**config.mk**
```make
export PLATFORM = sky130hd
export DESIGN_NAME = arc4_encrypt
export DESIGN_NICKNAME = d
export VERILOG_FILES = /design/src/rtl/arc4_pkg.sv /design/src/rtl/arc4_ksa.sv /design/src/rtl/arc4_encrypt.sv
export SDC_FILE = /design/constraint.sdc
export NUM_CORES = 1
export LEC_CHECK = 0
export CORE_MARGIN = 2
export CORE_UTILIZATION = 35
export CTS_BUF_LIST = sky130_fd_sc_hd__clkbuf_8
export CTS_CLUSTER_SIZE = 28
export DETAILED_ROUTE_END_ITERATION = 12
export PLACE_DENSITY = 0.64
export SETUP_SLACK_MARGIN = 0.02
export SLEW_MARGIN = 20
export SYNTH_ARGS = -nofsm -noshare
export SYNTH_HDL_FRONTEND = slang
export SYNTH_SLANG_ARGS = --single-unit
```
**constraint.sdc**
```tcl
create_clock -name clk -period 11.2 [get_ports clk]
set_clock_uncertainty 0.2 [all_clocks]
set_input_delay 1.68 -clock clk [delete_from_list [all_inputs] [get_ports clk]]
set_output_delay 1.68 -clock clk [all_outputs]
set_load 0.02 [all_outputs]
```
**src/rtl/arc4_pkg.sv**
```systemverilog
// arc4_pkg: shared definitions for the ARC4 encrypt and decrypt paths.
//   - arc4_state_e : controller states (IDLE, INIT, KSA_*, LEN, PRGA_*, DROP, DONE)
//   - S_DEPTH, KSA_CYCLES_PER_I : S memory depth and fixed KSA cost per index
//   - keybyte()    : selects key byte (idx mod nbytes) from a big-endian key
//                    that is right-aligned in a MAX_KEY_BYTES-wide vector
package arc4_pkg;

    localparam int S_DEPTH          = 256;
    localparam int KSA_CYCLES_PER_I = 6;
    localparam int MAX_KEY_BYTES    = 32;

    typedef enum logic [4:0] {
        ST_IDLE,
        ST_INIT,
        ST_KSA_RDI,
        ST_KSA_WAITI,
        ST_KSA_RDJ,
        ST_KSA_WAITJ,
        ST_KSA_WRI,
        ST_KSA_WRJ,
        ST_KSA_FIN,
        ST_KSA_RUN,
        ST_LEN_RD,
        ST_LEN_WAIT,
        ST_LEN_WR,
        ST_PRGA_RDI,
        ST_PRGA_WAITI,
        ST_PRGA_RDJ,
        ST_PRGA_WAITJ,
        ST_PRGA_WRI,
        ST_PRGA_WRJ,
        ST_PRGA_RDPAD,
        ST_PRGA_WAITPAD,
        ST_PRGA_XOR,
        ST_DROP,
        ST_DONE
    } arc4_state_e;

    // Key byte 0 is the most significant byte of the nbytes-wide key.
    function automatic logic [7:0] keybyte(input logic [8*MAX_KEY_BYTES-1:0] key,
                                           input int unsigned              nbytes,
                                           input logic [7:0]               idx);
        int unsigned k_idx;
        k_idx = 32'(idx) % nbytes;
        return 8'(key >> (32'd8 * (nbytes - 32'd1 - k_idx)));
    endfunction

endpackage

```
**src/rtl/arc4_ksa.sv**
```systemverilog
// arc4_ksa: fills S with the identity permutation (256 cycles) and then runs
// the ARC4 key schedule, 6 cycles per index (read s[i], wait, read s[j], wait,
// write s[i], write s[j]). The final S write is presented in ST_KSA_FIN, so
// when rdy returns high S is fully scheduled.
// Ports: clk, rst_n (async active-low), en/rdy start handshake (key latched on
// en && rdy), key (big-endian), s_addr/s_wrdata/s_wren/s_rddata S memory port
// (read data one cycle after the address is presented). Outputs are registered
// and idle at zero.
module arc4_ksa
    import arc4_pkg::*;
#(
    parameter int KEY_BYTES = 3
) (
    input  logic                   clk,
    input  logic                   rst_n,
    input  logic                   en,
    output logic                   rdy,
    input  logic [8*KEY_BYTES-1:0] key,
    output logic [7:0]             s_addr,
    output logic [7:0]             s_wrdata,
    output logic                   s_wren,
    input  logic [7:0]             s_rddata
);

    arc4_state_e                state_q, state_d;
    logic [7:0]                 i_q, i_d, j_q, j_d, si_q, si_d;
    logic [8*KEY_BYTES-1:0]     key_q, key_d;
    logic [7:0]                 s_addr_q, s_addr_d, s_wrdata_q, s_wrdata_d;
    logic                       s_wren_q, s_wren_d, rdy_q, rdy_d;
    logic [8*MAX_KEY_BYTES-1:0] key_ext_s;
    logic [7:0]                 j_new_s;

    assign key_ext_s = {{(8*(MAX_KEY_BYTES-KEY_BYTES)){1'b0}}, key_q};
    assign j_new_s   = j_q + s_rddata + keybyte(key_ext_s, KEY_BYTES, i_q);

    // Next-state and S-port command logic for init + key schedule.
    always_comb begin
        state_d    = state_q;
        i_d        = i_q;
        j_d        = j_q;
        si_d       = si_q;
        key_d      = key_q;
        s_addr_d   = 8'h00;
        s_wrdata_d = 8'h00;
        s_wren_d   = 1'b0;
        case (state_q)
            ST_IDLE: begin
                if (en) begin
                    key_d   = key;
                    i_d     = 8'h00;
                    j_d     = 8'h00;
                    state_d = ST_INIT;
                end else begin
                    state_d = ST_IDLE;
                end
            end
            ST_INIT: begin
                s_addr_d   = i_q;
                s_wrdata_d = i_q;
                s_wren_d   = 1'b1;
                i_d        = i_q + 8'd1;
                if (i_q == 8'(S_DEPTH - 1)) begin
                    state_d = ST_KSA_RDI;
                end else begin
                    state_d = ST_INIT;
                end
            end
            ST_KSA_RDI: begin
                s_addr_d = i_q;
                state_d  = ST_KSA_WAITI;
            end
            ST_KSA_WAITI: state_d = ST_KSA_RDJ;
            ST_KSA_RDJ: begin
                si_d     = s_rddata;
                j_d      = j_new_s;
                s_addr_d = j_new_s;
                state_d  = ST_KSA_WAITJ;
            end
            ST_KSA_WAITJ: state_d = ST_KSA_WRI;
            ST_KSA_WRI: begin
                // s_rddata holds old s[j] here
                s_addr_d   = i_q;
                s_wrdata_d = s_rddata;
                s_wren_d   = 1'b1;
                state_d    = ST_KSA_WRJ;
            end
            ST_KSA_WRJ: begin
                s_addr_d   = j_q;
                s_wrdata_d = si_q;
                s_wren_d   = 1'b1;
                i_d        = i_q + 8'd1;
                if (i_q == 8'(S_DEPTH - 1)) begin
                    state_d = ST_KSA_FIN;
                end else begin
                    state_d = ST_KSA_RDI;
                end
            end
            ST_KSA_FIN: state_d = ST_IDLE;
            default:    state_d = ST_IDLE;
        endcase
        rdy_d = (state_d == ST_IDLE);
    end

    // State and registered S-port outputs.
    always_ff @(posedge clk or negedge rst_n) begin
        if (!rst_n) begin
            state_q    <= ST_IDLE;
            i_q        <= 8'h00;
            j_q        <= 8'h00;
            si_q       <= 8'h00;
            key_q      <= '0;
            s_addr_q   <= 8'h00;
            s_wrdata_q <= 8'h00;
            s_wren_q   <= 1'b0;
            rdy_q      <= 1'b1;
        end else begin
            state_q    <= state_d;
            i_q        <= i_d;
            j_q        <= j_d;
            si_q       <= si_d;
            key_q      <= key_d;
            s_addr_q   <= s_addr_d;
            s_wrdata_q <= s_wrdata_d;
            s_wren_q   <= s_wren_d;
            rdy_q      <= rdy_d;
        end
    end

    assign rdy      = rdy_q;
    assign s_addr   = s_addr_q;
    assign s_wrdata = s_wrdata_q;
    assign s_wren   = s_wren_q;

endmodule

```
**src/rtl/arc4_encrypt.sv**
```systemverilog
// arc4_encrypt: single-key ARC4 encryptor. Reads a length-prefixed plaintext
// from PT, schedules S via arc4_ksa, then writes ct[0]=L and ct[k]=pt[k]^pad
// for k=1..L (9 cycles per byte).
// Ports: clk, rst_n (async active-low), en/rdy start handshake, key
// (big-endian, 8*KEY_BYTES), S port s_addr/s_wrdata/s_wren/s_rddata, PT read
// port pt_addr/pt_rddata, CT write port ct_addr/ct_wrdata/ct_wren. Memory
// reads have one cycle of latency after the address is presented.
// Optional build macro ARC4_DROP_EN: discard DROP_N leading keystream bytes
// (RC4-dropN) before the first CT byte; without it DROP_N is ignored.
module arc4_encrypt
    import arc4_pkg::*;
#(
    parameter int KEY_BYTES = 3,
    parameter int DROP_N    = 0
) (
    input  logic                   clk,
    input  logic                   rst_n,
    input  logic                   en,
    output logic                   rdy,
    input  logic [8*KEY_BYTES-1:0] key,
    output logic [7:0]             s_addr,
    output logic [7:0]             s_wrdata,
    output logic                   s_wren,
    input  logic [7:0]             s_rddata,
    output logic [7:0]             pt_addr,
    input  logic [7:0]             pt_rddata,
    output logic [7:0]             ct_addr,
    output logic [7:0]             ct_wrdata,
    output logic                   ct_wren
);

    arc4_state_e state_q, state_d;
    logic [7:0]  i_q, i_d, j_q, j_d, k_q, k_d, len_q, len_d, si_q, si_d, sj_q, sj_d;
    logic [7:0]  s_addr_q, s_addr_d, s_wrdata_q, s_wrdata_d, pt_addr_q, pt_addr_d;
    logic [7:0]  ct_addr_q, ct_addr_d, ct_wrdata_q, ct_wrdata_d;
    logic        s_wren_q, s_wren_d, ct_wren_q, ct_wren_d, rdy_q, rdy_d;
    logic        ksa_en_s, ksa_rdy_s, ksa_s_wren_s, ksa_sel_s, drop_active_s;
    logic [7:0]  ksa_s_addr_s, ksa_s_wrdata_s;

`ifdef ARC4_DROP_EN
    localparam logic [15:0] DROP_N_C = 16'(DROP_N);
    logic [15:0] drop_cnt_q, drop_cnt_d;
    logic        dropping_q, dropping_d;
    assign drop_active_s = dropping_q;
`else
    assign drop_active_s = 1'b0;
`endif

    assign ksa_en_s  = (state_q == ST_IDLE) && en;
    assign ksa_sel_s = (state_q == ST_KSA_RUN);

    arc4_ksa #(.KEY_BYTES(KEY_BYTES)) u_ksa (
        .clk      (clk),
        .rst_n    (rst_n),
        .en       (ksa_en_s),
        .rdy      (ksa_rdy_s),
        .key      (key),
        .s_addr   (ksa_s_addr_s),
        .s_wrdata (ksa_s_wrdata_s),
        .s_wren   (ksa_s_wren_s),
        .s_rddata (s_rddata)
    );

    // Top controller: LEN / PRGA / (DROP) / DONE sequencing and port commands.
    always_comb begin
        state_d     = state_q;
        i_d         = i_q;
        j_d         = j_q;
        k_d         = k_q;
        len_d       = len_q;
        si_d        = si_q;
        sj_d        = sj_q;
        pt_addr_d   = pt_addr_q;
        s_addr_d    = 8'h00;
        s_wrdata_d  = 8'h00;
        s_wren_d    = 1'b0;
        ct_addr_d   = 8'h00;
        ct_wrdata_d = 8'h00;
        ct_wren_d   = 1'b0;
`ifdef ARC4_DROP_EN
        drop_cnt_d  = drop_cnt_q;
        dropping_d  = dropping_q;
`endif
        case (state_q)
            ST_IDLE: begin
                if (en) begin
                    state_d = ST_KSA_RUN;
                end else begin
                    state_d = ST_IDLE;
                end
            end
            ST_KSA_RUN: begin
                if (ksa_rdy_s) begin
                    state_d = ST_LEN_RD;
                end else begin
                    state_d = ST_KSA_RUN;
                end
            end
            ST_LEN_RD: begin
                pt_addr_d = 8'h00;
                state_d   = ST_LEN_WAIT;
            end
            ST_LEN_WAIT: state_d = ST_LEN_WR;
            ST_LEN_WR: begin
                len_d       = pt_rddata;
                ct_addr_d   = 8'h00;
                ct_wrdata_d = pt_rddata;
                ct_wren_d   = 1'b1;
                i_d         = 8'h00;
                j_d         = 8'h00;
                k_d         = 8'h00;
`ifdef ARC4_DROP_EN
                drop_cnt_d  = 16'h0000;
                dropping_d  = 1'b0;
                state_d     = ST_DROP;
`else
                if (pt_rddata == 8'h00) begin
                    state_d = ST_DONE;
                end else begin
                    state_d = ST_PRGA_RDI;
                end
`endif
            end
`ifdef ARC4_DROP_EN
            ST_DROP: begin
                if (drop_cnt_q == DROP_N_C) begin
                    dropping_d = 1'b0;
                    state_d    = (len_q == 8'h00) ? ST_DONE : ST_PRGA_RDI;
                end else begin
                    dropping_d = 1'b1;
                    drop_cnt_d = drop_cnt_q + 16'd1;
                    state_d    = ST_PRGA_RDI;
                end
            end
`endif
            ST_PRGA_RDI: begin
                i_d      = i_q + 8'd1;
                s_addr_d = i_q + 8'd1;
                // Discarded rounds leave the byte index and PT address alone.
                if (drop_active_s) begin
                    k_d = k_q;
                end else begin
                    k_d       = k_q + 8'd1;
                    pt_addr_d = k_q + 8'd1;
                end
                state_d = ST_PRGA_WAITI;
            end
            ST_PRGA_WAITI: state_d = ST_PRGA_RDJ;
            ST_PRGA_RDJ: begin
                si_d     = s_rddata;
                j_d      = j_q + s_rddata;
                s_addr_d = j_q + s_rddata;
                state_d  = ST_PRGA_WAITJ;
            end
            ST_PRGA_WAITJ: state_d = ST_PRGA_WRI;
            ST_PRGA_WRI: begin
                sj_d       = s_rddata;
                s_addr_d   = i_q;
                s_wrdata_d = s_rddata;
                s_wren_d   = 1'b1;
                state_d    = ST_PRGA_WRJ;
            end
            ST_PRGA_WRJ: begin
                s_addr_d   = j_q;
                s_wrdata_d = si_q;
                s_wren_d   = 1'b1;
                state_d    = ST_PRGA_RDPAD;
            end
            ST_PRGA_RDPAD: begin
                s_addr_d = si_q + sj_q;
                state_d  = ST_PRGA_WAITPAD;
            end
            ST_PRGA_WAITPAD: state_d = ST_PRGA_XOR;
            ST_PRGA_XOR: begin
                if (drop_active_s) begin
                    state_d = ST_DROP;
                end else begin
                    ct_addr_d   = k_q;
                    ct_wrdata_d = pt_rddata ^ s_rddata;
                    ct_wren_d   = 1'b1;
                    state_d     = (k_q == len_q) ? ST_DONE : ST_PRGA_RDI;
                end
            end
            ST_DONE: state_d = ST_IDLE;
            default: state_d = ST_IDLE;
        endcase
        rdy_d = (state_d == ST_IDLE);
    end

    // Controller state and registered memory-port outputs.
    always_ff @(posedge clk or negedge rst_n) begin
        if (!rst_n) begin
            state_q     <= ST_IDLE;
            i_q         <= 8'h00;
            j_q         <= 8'h00;
            k_q         <= 8'h00;
            len_q       <= 8'h00;
            si_q        <= 8'h00;
            sj_q        <= 8'h00;
            s_addr_q    <= 8'h00;
            s_wrdata_q  <= 8'h00;
            s_wren_q    <= 1'b0;
            pt_addr_q   <= 8'h00;
            ct_addr_q   <= 8'h00;
            ct_wrdata_q <= 8'h00;
            ct_wren_q   <= 1'b0;
            rdy_q       <= 1'b1;
        end else begin
            state_q     <= state_d;
            i_q         <= i_d;
            j_q         <= j_d;
            k_q         <= k_d;
            len_q       <= len_d;
            si_q        <= si_d;
            sj_q        <= sj_d;
            s_addr_q    <= s_addr_d;
            s_wrdata_q  <= s_wrdata_d;
            s_wren_q    <= s_wren_d;
            pt_addr_q   <= pt_addr_d;
            ct_addr_q   <= ct_addr_d;
            ct_wrdata_q <= ct_wrdata_d;
            ct_wren_q   <= ct_wren_d;
            rdy_q       <= rdy_d;
        end
    end

`ifdef ARC4_DROP_EN
    // Drop-round bookkeeping.
    always_ff @(posedge clk or negedge rst_n) begin
        if (!rst_n) begin
            drop_cnt_q <= 16'h0000;
            dropping_q <= 1'b0;
        end else begin
            drop_cnt_q <= drop_cnt_d;
            dropping_q <= dropping_d;
        end
    end
`endif

    // S port belongs to the key scheduler while it runs.
    assign s_addr    = ksa_sel_s ? ksa_s_addr_s   : s_addr_q;
    assign s_wrdata  = ksa_sel_s ? ksa_s_wrdata_s : s_wrdata_q;
    assign s_wren    = ksa_sel_s ? ksa_s_wren_s   : s_wren_q;
    assign pt_addr   = pt_addr_q;
    assign ct_addr   = ct_addr_q;
    assign ct_wrdata = ct_wrdata_q;
    assign ct_wren   = ct_wren_q;
    assign rdy       = rdy_q;

endmodule

```
==> summary.txt, run 1 <==
Yosys
  – Post-synthesis simple-gate area fraction: 0.207
  – Fraction of registers with async set/reset: 1.00
  – Post-synthesis xor/xnor area fraction: 0.0431
  – Synth area leader: dfrtp_1
  – Ys Warns: 0
  – Synth area leaders: dfrtp_1 40%, nand2_1 7.1%, mux2_2 6.2%, o21ai_0 4.3%, ha_1 3.5%
  – EDFF count, synth: 0
  – Complex-gate fraction of the synthesized area: 0.185
  – Syn Nets: ~1200
  – Number of distinct library cells after synthesis: approximately 90
  – Syn_area_per_cell: around 9 um2
  – Adder-Cell Fraction of Synth Area: 0.0544
  – Main combinational cell family by area after synthesis: simple AND/OR/NAND/NOR gates
  – Post-synth top cells: 196 x nand2_1, 164 x dfrtp_1, 90 x o21ai_0, 80 x nor2_1, 57 x mux2_2
  – Synthesized cell area: 10400 um2
  – Top cell type's share of synthesized area: 0.396
  – Most common cell in the netlist: nand2_1
  – Ys flop type: dfrtp_1
  – Register area share after synthesis: 0.401
  – Flop and latch count out of synthesis: 166
  – Mux cell area share after synthesis: 0.0707
  – Cells after synthesis: 1135

Clocking
  – Hold-fix buffer count after cts: 0
  – # resized after CTS: 0
  – Clock Path Buffers: 2
  – Post-CTS Repair Setup Buffers: 0
  – CTS tree: yes
  – Sink Count: around 170
  – Num CTS Buffers: 17
  – Clk root buf: clkbuf_8
  – CTS H-Tree Depth: 4
  – Clock latency on the worst-skew pair: around 0.46 ns
  – Clock slew at reported path FFs: around 0.09 ns

Placement
  – Hpwl dp: between 15000 and 20000 um
  – IO buf count: 85
  – Pre-CTS setup slack: 1.19 ns
  – RD Place Congestion: between 0.8 and 0.9

Timing
  – Tmin final: ~10 ns
  – Slew margin rel.: 0.255
  – Fmax: between 90 and 100 MHz
  – Setup TNS: 0 ns
  – Setup-failing EPs final: 0
  – Hold violation count in the final report: 0
  – Final setup margin: 1.01 ns
  – RSZ-0062 raised after global routing: false
  – Max Slew Vio Count: 0
  – Worst-margin pin slew: approximately 1.1 ns
  – Crit share post-route: 0.910

Detailed routing
  – Via density per instance: between 5 and 6
  – Drt first pass iters: 7
  – Routed vias: about 9000
  – DRC Markers: 0
  – 1st-iter DRT viols: 840
  – Final WL: approximately 28000 um
  – Wire per inst: ~18 um
  – Antenna Nets Post-Route: 0

Die
  – Die X-Extent: 176 um
  – Core area: 28900 um2
  – Core Rows: 62
  – Die Ht: 176 um
  – DIE AREA: between 30000 and 40000 um2
  – Io pins: 86
  – Initial core utilization: 0.358

Pwr
  – Sequential power share: 0.478
  – Clock Power Share: 0.281
  – Combinational power share: 0.241
  – PD cells: about 130 nW/um2
  – Max rail drop VDD: 0.0766 mV
  – Internal power: ~1 mW
  – Final Power: 1.51 mW
  – Psw: 0.486 mW
  – Static leakage: 5.36 nW
  – Sw frac: 0.321

Worst setup path
  – Critical path class: register to register
  – Worst r2r path cells: 39
  – CP most frequent cell: ha_1
  – Worst R2R Setup Slack: 1.01 ns
  – Crit Reg-Reg Startpoint: u_ksa.i_q[6]
  – Slowest stage delay, CP: roughly 0.94 ns
  – CP max FO: 28
  – Req. time, crit path: about 11 ns
  – Worst Path Arrival: around 10 ns
  – Crit path capture type: register
  – Startpoint Class: register
  – Reg-to-reg critical path endpoint: u_ksa.s_addr[7]
  – Crit-path slowest cell: dfrtp_1

Outcome
  – Status: complete, no violations

Layout
  – Register area: between 4000 and 5000 um2
  – Antenna fix cells: 0
  – Fillers: between 2000 and 3000
  – Area of the multi-input gates: slightly below 6000 um2
  – Final nets: 1269
  – Share of layout cells above drive strength 1: 0.114
  – Area delta synth->final: 14.9%

Global route
  – Total grt overflow: 0
  – Met3 usage: 0.0222
  – Total track usage: 0.184
  – First-pass GRT wire length: approximately 46000 um
  – Antenna violations before repair: 0
  – Largest net degree at the start of global routing: between 90 and 100
  – Met2 GRT Util: 0.311
  – Met1 GRT Util: 0.250
  – Vias in the first global route: between 8000 and 9000
  – Gr busiest metal: met2

Run
  – Max cap viols: 0

Worst hold path
  – Cells on Worst Hold Path: 2
  – Type of the worst min-delay path: register to register
  – Hold Path End: u_ksa.si_q[7]
  – Min-delay src: u_ksa.si_q[7]
[metal layers]
layer  wire length, um  vias up
li1                  -     4162
met1             12800     4351
met2             13400      254
met3              1300       39
met4               455        0
met5                 0        -
[registers in the layout, indices dropped and copies added (netlist names), 4 cells and up]
| signal | cells |
|---|---|
| ct_addr | 8 |
| ct_wrdata | 8 |
| i_q | 8 |
| j_q | 8 |
| k_q | 8 |
| len_q | 8 |
| pt_addr | 8 |
| s_addr_q | 8 |
| s_wrdata_q | 8 |
| si_q | 8 |
| sj_q | 8 |
| state_q | 5 |
| u_ksa.i_q | 8 |
| u_ksa.j_q | 8 |
| u_ksa.key_q | 24 |
| u_ksa.s_addr | 8 |
| u_ksa.s_wrdata | 8 |
| u_ksa.si_q | 8 |
| u_ksa.state_q | 4 |
[critical path, delay by kind of cell (launching register included)]
family | cells | cell delay, ns
and+or+nand+nor | 12 | 2.55
AOI/OAI and AO/OA | 12 | 2.48
adders and majority gates | 7 | 2.30
DFF | 1 | 0.94
muxes | 3 | 0.90
buffers and inverters | 4 | 0.46
xor gates and xnor gates | 1 | 0.20
[metrics by stage]
stage | instance area [um2] | utilization | std cells | hold WS [ns]
after floorplan | 10400 | - | 1135 | 0.245
after global placement | 11500 | 0.398 | 1552 | 0.257
after detailed placement | 11500 | 0.398 | 1552 | 0.261
after CTS | 11900 | 0.411 | 1583 | 0.283
after global routing | 11900 | 0.411 | 1583 | 0.307
final | 11900 | 0.411 | 1583 | 0.285
[power groups by stage]
stage               Sequential, mW  Clock [mW]  Combinational, mW
floorplan                    0.713           0              0.255
CTS                          0.722       0.435              0.367
finish                       0.723       0.426              0.364
detailed placement           0.733           0              0.364
global route                 0.731       0.457              0.409
global placement             0.733           0              0.358
[layout make-up]
class                      instances  share of cell area
multi-input combinational        872               0.489
clock buffer                      19              0.0220
sequential                       166               0.349
tap                              384              0.0404
inverter                          33              0.0104
clock inverter                    12             0.00978
timing repair buffer              97              0.0792
[layout by cell type, fill, tap and decap left out, types with 10 or more instances in the layout]
cell type,n
o21ai_0,90
inv_1,33
nand2_1,196
nor3_1,18
xor2_1,24
fa_1,10
nand2b_1,13
nor2_1,79
clkdlybuf4s50_1,84
and2_1,12
a222oi_1,12
ha_1,29
a21o_1,21
nor3b_1,12
mux2_2,57
nand3_1,28
nor4_1,16
buf_4,12
and3_1,17
clkbuf_8,19
a21oi_1,35
dfrtp_1,164
xnor2_1,27
nor2b_1,11
[worst max path at each step]
stage | start | end | slack, ns | depth (start not counted)
floorplan | u_ksa.i_q[6] | u_ksa.s_addr[7] | 2.35 | 46
global placement | u_ksa.i_q[6] | u_ksa.s_addr[7] | 1.58 | 39
detailed placement | u_ksa.i_q[6] | u_ksa.s_addr[7] | 1.19 | 39
CTS | u_ksa.i_q[6] | u_ksa.s_addr[7] | 1.14 | 39
global route | u_ksa.i_q[6] | u_ksa.s_addr[7] | 0.24 | 39
finish | u_ksa.i_q[6] | u_ksa.s_addr[7] | 1.01 | 39
[logic make-up after synthesis]
family / Yosys count
multiplexers: 66
AND/OR/NAND/NOR: 443
flip-flops: 166
buffers and inverters: 97
XOR/XNOR: 51
adder cells (fa/ha/maj): 39
AO/OA/AOI/OAI: 273
No activity file was read; power rests on OpenSTA's default activity.
==> inputs of run 2 (changes only) <==
--- a/config.mk
+++ b/config.mk
@@ -10,6 +10,7 @@
 export CTS_BUF_LIST = sky130_fd_sc_hd__clkbuf_8
 export CTS_CLUSTER_SIZE = 28
 export DETAILED_ROUTE_END_ITERATION = 12
+export GPL_ROUTABILITY_DRIVEN = 0
 export PLACE_DENSITY = 0.64
 export SETUP_SLACK_MARGIN = 0.02
 export SLEW_MARGIN = 20
==> run 2 against run 1 <==
- sequential share of layout area decreased by 0.11 points
- design area up 0.32%
- core utilization increased by 0.13 points
- clock-buffer cell count is 2 lower
- maximum frequency down 0.45%
- power is 1.3% higher
- largest cell class unchanged
- clock power grew 4%
- routed wire length shrank 0.44%
==> summary.txt, run 2 (same netlist as run 1, synthesis figures left out) <==
Layout
  – Final nets: 1270 (+0.079%)
  – Max reg flops: 24 (unchanged)
  – Share of layout cells above drive strength 1: 0.115 (+0.000738)
  – Commonest non-fill, non-tap cell in the layout: nand2_1
  – Fin area: 11900 um2 (+0.32%)
  – Area delta synth->final: 15.3%
  – Most frequent cells in the layout: 196 x nand2_1, 164 x dfrtp_1, 90 x o21ai_0, 84 x clkdlybuf4s50_1, 79 x nor2_1
  – Antenna fix cells: 0 (unchanged)
  – Biggest register: u_ksa.key_q

Die
  – Core Rows: 62 (unchanged)
  – Die Ht: 176 um (unchanged)
  – DIE AREA: 31000 um2 (unchanged)
  – Die X-Extent: 176 um (unchanged)
  – Initial core utilization: 0.358 (unchanged)
  – Core area: 28900 um2 (unchanged)
  – Io pins: 86 (unchanged)

Worst setup path
  – Reg-to-reg critical path endpoint: u_ksa.s_addr[7]
  – Slowest stage delay, CP: 0.92 ns (-0.02 ns)
  – CP startpoint: u_ksa.i_q[6]
  – Worst r2r path cells: 39 (unchanged)
  – Worst Path Arrival: 10.36 ns (+0.05 ns)
  – Startpoint Class: register
  – Crit Reg-Reg Startpoint: u_ksa.i_q[6]
  – Crit path capture type: register
  – CP max FO: 28 (unchanged)
  – Worst R2R Setup Slack: 0.97 ns (-0.05 ns)
  – Critical path class: register to register
  – CP most frequent cell: ha_1
  – Crit-path slowest cell: dfrtp_1
  – Req. time, crit path: 11.33 ns (about the same)
  – CP Capture Point: u_ksa.s_addr[7]

Clocking
  – Clock slew at reported path FFs: 0.09 ns (about the same)
  – Hold-fix buffer count after cts: 0 (unchanged)
  – CTS tree: yes
  – Clk root buf: clkbuf_8
  – Num CTS Buffers: 17 (unchanged)
  – CTS H-Tree Depth: 4 (unchanged)
  – Clock Path Buffers: 2 (unchanged)
  – Clock latency on the worst-skew pair: 0.46 ns (about the same)
  – # resized after CTS: 0 (unchanged)
  – Post-CTS Repair Setup Buffers: 0 (unchanged)
  – Sink Count: 166 (unchanged)

Pwr
  – Sequential power share: 0.472 (-0.006)
  – Psw: 0.491 mW (+1.0%)
  – Sw frac: 0.320 (-0.000734)
  – Clock Power Share: 0.289 (+0.008)
  – Max rail drop VDD: 0.0876 mV (+14%)
  – Static leakage: 5.37 nW (+0.16%)
  – PD cells: 128 nW/um2 (+0.96%)
  – Combinational power share: 0.239 (-0.002)
  – Internal power: 1.04 mW (+1.4%)

Global route
  – First-pass GRT wire length: 45900 um (+0.35%)
  – Vias in the first global route: 8880 (+1.1%)
  – Antenna violations before repair: 0 (unchanged)
  – Total grt overflow: 0 (unchanged)
  – Largest net degree at the start of global routing: 82 (-17%)
  – Total track usage: 0.185 (about the same)

Detailed routing
  – 1st-iter DRT viols: 885 (+5.4%)
  – Antenna Nets Post-Route: 0 (unchanged)
  – Final WL: 27900 um (-0.44%)
  – Wire per inst: 17.6 um (-0.51%)
  – Routed vias: 8881 (+0.85%)
  – Drt first pass iters: 7 (unchanged)
  – Via density per instance: 5.61 (+0.79%)
  – DRC Markers: 0 (unchanged)

Timing
  – Worst-margin pin slew: 1.03 ns (-0.0807 ns)
  – Hold violation count in the final report: 0 (unchanged)
  – Crit share post-route: 0.914 (+0.00412)
  – Max Slew Vio Count: 0 (unchanged)
  – Slew margin rel.: 0.309 (+0.0542)
  – Tmin final: 10.23 ns (+0.0461 ns)
  – Fmax: 97.7 MHz (-0.45%)
  – RSZ-0062 raised after global routing: false
  – Setup-failing EPs final: 0 (unchanged)
  – Setup TNS: 0 ns (unchanged)

Worst hold path
  – Type of the worst min-delay path: register to register
  – Min-delay src: u_ksa.si_q[5]

Placement
  – Placed Area: 11500 um2 (about the same)
  – Hpwl dp: 20000 um (+0.42%)
  – IO buf count: 85 (unchanged)

Outcome
  – Status: complete, no violations

Run
  – Max cap viols: 0 (unchanged)
-- run 2: cell types whose count changed in the layout (fill, tap and decap cells not counted), sizes merged --
cell	delta
bufinv	+1
clkinvlp	+1
clkbuf	-2
inv	-1
buf	+1
clkinv	+1
-- run 2: power by group through the flow --
stage               sequential (mW)  clock [mW]  combinational (mW)
floorplan                     0.713           0               0.255
CTS                           0.723       0.453               0.371
global placement              0.733           0               0.359
global route                  0.732       0.477               0.411
finish                        0.723       0.443               0.367
detailed placement            0.733           0               0.367
-- run 2: metrics by stage --
stage	setup slack (ns)	cells	utilization	hold WS (ns)	total power [mW]
5_1_grt	0.108	1584	0.412	0.303	1.62
3_3_place_gp	1.64	1553	0.398	0.257	1.09
6_report	0.967	1584	0.412	0.285	1.53
2_1_floorplan	2.35	1135	-	0.245	0.968
3_5_place_dp	1.11	1553	0.398	0.264	1.10
4_1_cts	1.12	1584	0.412	0.286	1.55
-- run 2: critical path: cells and delay by family (launching register included) --
| kind | cells | cell delay, ns |
|---|---|---|
| fa+ha+maj | 7 | 2.29 |
| flops | 1 | 0.92 |
| mux | 3 | 0.90 |
| buf+inv | 4 | 0.47 |
| simple gates | 12 | 2.59 |
| compound gates | 12 | 2.53 |
| xor+xnor | 1 | 0.20 |
-- run 2: worst min-delay path by stage --
| stage | end | slack, ns | cells past startpoint |
|---|---|---|---|
| 2_1_floorplan | u_ksa.si_q[0] | 0.24 | 2 |
| 3_3_place_gp | u_ksa.si_q[0] | 0.26 | 2 |
| 3_5_place_dp | u_ksa.si_q[5] | 0.26 | 2 |
| 4_1_cts | u_ksa.si_q[5] | 0.29 | 2 |
| 5_1_grt | u_ksa.si_q[0] | 0.30 | 2 |
| 6_report | u_ksa.si_q[5] | 0.28 | 2 |
-- run 2: area by class of cell --
| cell class | count | area (um2) |
|---|---|---|
| Fill cell | 2800 | 17000 |
| Multi-Input combinational cell | 872 | 5820 |
| Sequential cell | 166 | 4160 |
| Tap cell | 384 | 480 |
| Inverter | 33 | 124 |
| Clock inverter | 14 | 170 |
| Clock buffer | 17 | 234 |
| Timing Repair Buffer | 98 | 953 |
-- run 2: metal layers --
metal / global-route usage / vias to the layer above / share of wire
met5: 0 / - / 0
met4: 0.0809 / 0 / 0.033
met3: 0.0245 / 61 / 0.050
met2: 0.291 / 304 / 0.46
met1: 0.255 / 4334 / 0.45
li1: - / 4182 / -
